File: src/rtl/pipe_ctrl_pkg.sv
// Shared types for the pipeline sequencing controller.
package pipe_ctrl_pkg;

  typedef enum logic [1:0] {
    RUN      = 2'd0,
    MEM_WAIT = 2'd1,
    DRAIN    = 2'd2,
    HALTED   = 2'd3
  } hz_state_t;

  localparam logic [4:0] X0 = 5'd0;

endpackage

File: src/rtl/pipeline_hazard_ctrl_raw_detect.sv
// Compares one decode source register against the in-flight destinations.
module raw_detect
  import pipe_ctrl_pkg::*;
#(
  parameter int WB_BYPASS = 1
) (
  input  logic [4:0] src,
  input  logic       used,
  input  logic [4:0] ex_rd,
  input  logic       ex_wen,
  input  logic [4:0] mem_rd,
  input  logic       mem_wen,
  input  logic [4:0] wb_rd,
  input  logic       wb_wen,
  output logic       hit
);

  // With write-through register file the WB writer is already visible to Dec.
  localparam bit CHECK_WB = (WB_BYPASS == 0);

  always_comb begin
    hit = 1'b0;
    if (used && (src != X0)) begin
      hit = (ex_wen && (ex_rd == src)) ||
            (mem_wen && (mem_rd == src)) ||
            (CHECK_WB && wb_wen && (wb_rd == src));
    end
  end

endmodule

File: src/rtl/pipeline_hazard_ctrl.sv
// Pipeline stall/bubble/flush/freeze sequencing with drain-and-halt and
// saturating stall/flush performance counters.
module pipeline_hazard_ctrl
  import pipe_ctrl_pkg::*;
#(
  parameter int CNT_W        = 32,
  parameter int WB_BYPASS    = 1,
  parameter int DRAIN_CYCLES = 4,
  parameter int MEM_TIMEOUT  = 255
) (
  input  logic             clk,
  input  logic             reset,
  input  logic             dec_valid,
  input  logic [4:0]       dec_rs1,
  input  logic [4:0]       dec_rs2,
  input  logic             dec_rs1_used,
  input  logic             dec_rs2_used,
  input  logic [4:0]       ex_rd,
  input  logic [4:0]       mem_rd,
  input  logic [4:0]       wb_rd,
  input  logic             ex_wen,
  input  logic             mem_wen,
  input  logic             wb_wen,
  input  logic             redirect,
  input  logic             dmem_req,
  input  logic             dmem_ready,
  input  logic             halt_in,
  output logic             stall_front,
  output logic             bubble_ex,
  output logic             flush,
  output logic             freeze,
  output logic             halted,
  output logic             mem_err,
  output logic [CNT_W-1:0] stall_count,
  output logic [CNT_W-1:0] flush_count
);

  localparam int DW = (DRAIN_CYCLES > 1) ? $clog2(DRAIN_CYCLES) : 1;
  localparam int WW = $clog2(MEM_TIMEOUT + 1);
  localparam logic [DW-1:0] DRAIN_LAST = DW'(DRAIN_CYCLES - 1);
  localparam logic [WW-1:0] WAIT_MAX   = WW'(MEM_TIMEOUT);

  hz_state_t        state_q, state_d;
  logic [DW-1:0]    drain_q, drain_d;
  logic [WW-1:0]    wait_q, wait_d, wait_inc;
  logic             mem_err_q, mem_err_d;
  logic [CNT_W-1:0] stall_cnt_q, stall_cnt_d;
  logic [CNT_W-1:0] flush_cnt_q, flush_cnt_d;
  logic             hit_rs1, hit_rs2, raw, mem_stall;

  raw_detect #(.WB_BYPASS(WB_BYPASS)) u_raw_rs1 (
    .src     (dec_rs1),
    .used    (dec_rs1_used),
    .ex_rd   (ex_rd),
    .ex_wen  (ex_wen),
    .mem_rd  (mem_rd),
    .mem_wen (mem_wen),
    .wb_rd   (wb_rd),
    .wb_wen  (wb_wen),
    .hit     (hit_rs1)
  );

  raw_detect #(.WB_BYPASS(WB_BYPASS)) u_raw_rs2 (
    .src     (dec_rs2),
    .used    (dec_rs2_used),
    .ex_rd   (ex_rd),
    .ex_wen  (ex_wen),
    .mem_rd  (mem_rd),
    .mem_wen (mem_wen),
    .wb_rd   (wb_rd),
    .wb_wen  (wb_wen),
    .hit     (hit_rs2)
  );

  assign raw       = dec_valid && (hit_rs1 || hit_rs2);
  assign mem_stall = dmem_req && !dmem_ready;
  // wait_q is zero outside MEM_WAIT, so this is the running frozen-cycle count.
  assign wait_inc  = wait_q + 1'b1;

  always_comb begin
    state_d     = state_q;
    drain_d     = drain_q;
    wait_d      = wait_q;
    mem_err_d   = mem_err_q;
    stall_front = 1'b0;
    bubble_ex   = 1'b0;
    flush       = 1'b0;
    freeze      = 1'b0;

    unique case (state_q)
      RUN, MEM_WAIT: begin
        if (mem_stall) begin
          freeze = 1'b1;
          if (wait_inc >= WAIT_MAX) begin
            mem_err_d = 1'b1;
            state_d   = RUN;
            wait_d    = '0;
          end else begin
            state_d = MEM_WAIT;
            wait_d  = wait_inc;
          end
        end else begin
          // The release cycle of a memory wait lets the pipeline advance, so it
          // must honour hazards, redirects and halts exactly like RUN.
          state_d = RUN;
          wait_d  = '0;
          if (redirect) begin
            flush     = 1'b1;
            bubble_ex = 1'b1;
          end else begin
            stall_front = raw;
            bubble_ex   = raw;
            if (halt_in) begin
              state_d = DRAIN;
              drain_d = '0;
            end
          end
        end
      end
      DRAIN: begin
        if (mem_stall) begin
          freeze = 1'b1;
        end else if (redirect) begin
          flush     = 1'b1;
          bubble_ex = 1'b1;
          state_d   = RUN;
        end else begin
          stall_front = 1'b1;
          bubble_ex   = 1'b1;
          if (drain_q == DRAIN_LAST) begin
            state_d = HALTED;
          end else begin
            drain_d = drain_q + 1'b1;
          end
        end
      end
      HALTED: begin
        if (mem_stall) begin
          freeze = 1'b1;
        end else begin
          stall_front = 1'b1;
          bubble_ex   = 1'b1;
        end
      end
      default: ;
    endcase
  end

  always_comb begin
    stall_cnt_d = stall_cnt_q;
    flush_cnt_d = flush_cnt_q;
    if (state_q != HALTED) begin
      if ((stall_front || freeze) && (stall_cnt_q != '1)) begin
        stall_cnt_d = stall_cnt_q + 1'b1;
      end
      if (flush && (flush_cnt_q != '1)) begin
        flush_cnt_d = flush_cnt_q + 1'b1;
      end
    end
  end

  always_ff @(posedge clk or negedge reset) begin
    if (!reset) begin
      state_q     <= RUN;
      drain_q     <= '0;
      wait_q      <= '0;
      mem_err_q   <= 1'b0;
      stall_cnt_q <= '0;
      flush_cnt_q <= '0;
    end else begin
      state_q     <= state_d;
      drain_q     <= drain_d;
      wait_q      <= wait_d;
      mem_err_q   <= mem_err_d;
      stall_cnt_q <= stall_cnt_d;
      flush_cnt_q <= flush_cnt_d;
    end
  end

  assign halted      = (state_q == HALTED);
  assign mem_err     = mem_err_q;
  assign stall_count = stall_cnt_q;
  assign flush_count = flush_cnt_q;

endmodule

File: config.mk
export PLATFORM = sky130hd
export DESIGN_NAME = pipeline_hazard_ctrl
export DESIGN_NICKNAME = d
export VERILOG_FILES = /design/src/rtl/pipe_ctrl_pkg.sv /design/src/rtl/pipeline_hazard_ctrl_raw_detect.sv /design/src/rtl/pipeline_hazard_ctrl.sv
export SDC_FILE = /design/constraint.sdc
export NUM_CORES = 1
export LEC_CHECK = 0
export ABC_AREA = 1
export BUFFER_PORTS_ARGS = -buffer_cell sky130_fd_sc_hd__clkbuf_2
export CAP_MARGIN = 20
export CORE_UTILIZATION = 45
export CTS_CLUSTER_SIZE = 40
export DETAILED_ROUTE_END_ITERATION = 10
export PLACE_DENSITY = 0.69
export SETUP_SLACK_MARGIN = 0.2
export SLEW_MARGIN = 15
export SYNTH_ARGS = -nofsm -noshare
export SYNTH_HDL_FRONTEND = slang
export SYNTH_SLANG_ARGS = --single-unit
File: constraint.sdc
create_clock -name clk -period 2.4 [get_ports clk]
set_clock_uncertainty 0.2 [all_clocks]
set_input_delay 0.48 -clock clk [delete_from_list [all_inputs] [get_ports clk]]
set_output_delay 0.48 -clock clk [all_outputs]
set_load 0.05 [all_outputs]
==> flow_summary.json <==
{
  "final_cell_count_no_fill": 1028,
  "cts_buffer_depth": 2,
  "cp_slowest_stage_delay_ns": 0.16,
  "fp.dieW_um": 107.8,
  "grt_usage_pct": 22.93,
  "fill_cells": 996,
  "min_path_type": "in -> reg",
  "grt_max_degree": 39,
  "min_from": "halt_in",
  "port_buffers": 100,
  "crit_required_ns": 1.72,
  "yosys-top-cells-area": "dfrtp_1, nand2_1, inv_1",
  "grt_antenna_before_repair": 0,
  "vdd_drop_max_v": 0.0004600,
  "grt_pass1_vias": 4686,
  "setup_tns_ns": 0,
  "crit-reg2reg-launch": "stall_count[0]$_DFFE_PN0P_",
  "synth.distinct_cells": 37,
  "placed_cell_area_mm2": 0.005903,
  "cp.arrival_ns": 1.48,
  "final-hold-violation-count": 0,
  "drt-total-wl_mm": 13.70,
  "fmax_mhz": 462.6,
  "cpMostUsedCell": "nand2_1",
  "clk_latency_ns": 0.36,
  "fp-row-count": 38,
  "areaGrowthSynthToFinish_pct": 32.79,
  "drc_errors": 0,
  "cts_htree_levels": 3,
  "dr.first_iter.drc_count": 298,
  "cp_top_family": "simple AND/OR/NAND/NOR gates",
  "path_clk_slew_ns": 0.07,
  "postSynthCellCount": 749,
  "fin_crit_sh_pct": 90.06,
  "die_h_um": 107.8,
  "gp_congestion": 0.9291,
  "status": "finished clean",
  "final_cell_mix": "nand2_1, inv_1, clkbuf_2",
  "worst_pin_slew_ns": 0.6147,
  "cp-start-kind": "input pin",
  "multi_input_area_mm2": 0.002935,
  "core_mm2": 0.01089,
  "startpoint": "ex_rd[0]",
  "antenna_cells": 0,
  "postLayoutCellArea_mm2": 0.006689,
  "seq_area_frac_synth_pct": 38.25,
  "numClockSinks": 77,
  "yosysWarnings": 0,
  "cts_tree": "done",
  "cpMaxStageDelayCell": "buf_8",
  "setup_viol": 0,
  "finalPower_w": 0.004937,
  "power_density_mw_per_mm2": 738.1,
  "maxCapViolations": 0,
  "ioPinCount": 107,
  "path_class": "in -> out",
  "ys_ff_latch": 77,
  "fin_nets": 925,
  "cts_inserted_buffers": 9,
  "yosys.area_share.adder_pct": 1.242,
  "grt_setup_unrepaired": "true",
  "regArea_mm2": 0.001936,
  "max_slew_margin_pct": 58.71,
  "cp_max_fo": 4,
  "crit_chain": "buf_4, nand2_1, nand2_1, nor2_1, nand3_1, nand2_1, nand2_1, nand2_2, a21oi_2, a21oi_2, buf_8",
  "grt_overflow_total": 0,
  "dr_total_vias": 5161,
  "synth_top_family_by_area": "simple AND/OR/NAND/NOR gates",
  "timing.hold.ws_ns": 0.2316,
  "grt_first_pass_wirelength_mm": 21.05,
  "synthSimpleGateAreaFrac_pct": 41.88,
  "path_buf_inv": 2,
  "slew_violations": 0,
  "first_pass_iters": 4,
  "synth_xor_area_share_pct": 6.607,
  "ant_nets": 0,
  "synth_fp_nets": 791,
  "muxShareOfSynthArea_pct": 0,
  "hpwlAfterDp_mm": 9.931,
  "synth_compound_area_share_pct": 2.782,
  "synth_area_leader_cell": "dfrtp_1",
  "drive_gt1_share_pct": 28.72,
  "leakage_nw": 3.294,
  "root_buffer": "clkbuf_8",
  "dieArea_mm2": 0.01162,
  "synth.top_cell.area_share_pct": 38.25,
  "period_needed_ns": 2.162,
  "final_common_cell": "nand2_1",
  "synth_area_mm2": 0.005037,
  "synth_area_per_cell_um2": 6.725,
  "start_util_pct": 46.27,
  "cp-end-kind": "output port",
  "wire_per_inst_um": 13.32,
  "vias_per_cell": 5.020,
  "place_inst": 991
}
metrics by stage:
step	utilization [%]	setup slack, ns
after detailed placement	54.22	0.08923
final	61.43	0.2385
after global routing	61.43	0.1488
after global placement	54.22	0.1003
after CTS	57.24	0.1922
after floorplan	-	-0.02092
layout make-up:
| class | count | area share, % |
|---|---|---|
| sequential | 77 | 28.94 |
| inverter | 102 | 6.042 |
| clock buffer | 10 | 1.908 |
| timing repair buffer | 136 | 15.32 |
| multi-input combinational | 557 | 43.88 |
| tap | 140 | 2.619 |
| clock inverter | 6 | 1.291 |
tightest hold or removal path, delay by kind of cell:
family,cells,cell delay [ns]
buffers and inverters,1,0.08
and+or+nand+nor,2,0.18
path summary, 6_finish.rpt:
check	to	slack [ns]	cells after the start
setup / recovery	bubble_ex	0.24	11
hold / removal	state_q[1]$_DFFE_PN0P_	0.23	3
setup reg to reg	stall_count[22]$_DFFE_PN0P_	0.30	11
hold reg to reg	mem_err$_DFFE_PN0P_	0.29	1
max in group asynchronous	flush_count[2]$_DFFE_PN0P_	0.92	3
min in group asynchronous	stall_count[21]$_DFFE_PN0P_	0.45	2
cells in the mapped netlist, drive strengths merged:
cell and number:
nand2 267, inv 101, nor2 100, dfrtp 77, nand3 70, xor2 32
nor3 24, nand4 18, o21ai 15, buf 10, xnor2 6, ha 5
o22ai 4, a21oi 3, clkbuf 3, nor4 3, a32o 1, and3 1
clkinv 1, nand3b 1, nor2b 1, nor3b 1, o211ai 1, o21bai 1
or2 1, or3 1, or3b 1
sequential cells by signal, summed over array words and instances (netlist names):
name         count
drain_q          2
wait_q           8
flush_count     32
mem_err          1
state_q          2
stall_count     32
per-layer routing:
| layer | GRT usage, % | routed length (µm) | vias to the layer above |
|---|---|---|---|
| li1 | - | - | 2611 |
| met1 | 30.93 | 6109 | 2398 |
| met2 | 36.81 | 6722 | 138 |
| met3 | 3.027 | 683 | 14 |
| met4 | 9.785 | 182 | 0 |
| met5 | 0 | 0 | - |
power breakdown:
| group | internal (W) | switching [W] |
|---|---|---|
| Combinational | 0.000764 | 0.00142 |
| Clock | 0.000586 | 0.000508 |
| Sequential | 0.00147 | 0.000189 |
| Total | 0.00282 | 0.00212 |
what timing repair did:
| action | CTS | global route |
|---|---|---|
| hold endpoints to repair | 36 | 0 |
| endpoints found under the setup margin | 22 | 68 |
| pin swaps | 12 | 38 |
| cloned | 0 | 2 |
| hold buffers | 1 | 0 |
| buffers inserted | 5 | 13 |
| gates resized for setup | 22 | 116 |
logic make-up after synthesis:
kind of cell / after synthesis
AO/OA/AOI/OAI: 25
XOR/XNOR: 38
adder cells (fa/ha/maj): 5
buffers and inverters: 115
flip-flops: 77
AND/OR/NAND/NOR: 489
No activity file was read; power rests on OpenSTA's default activity.
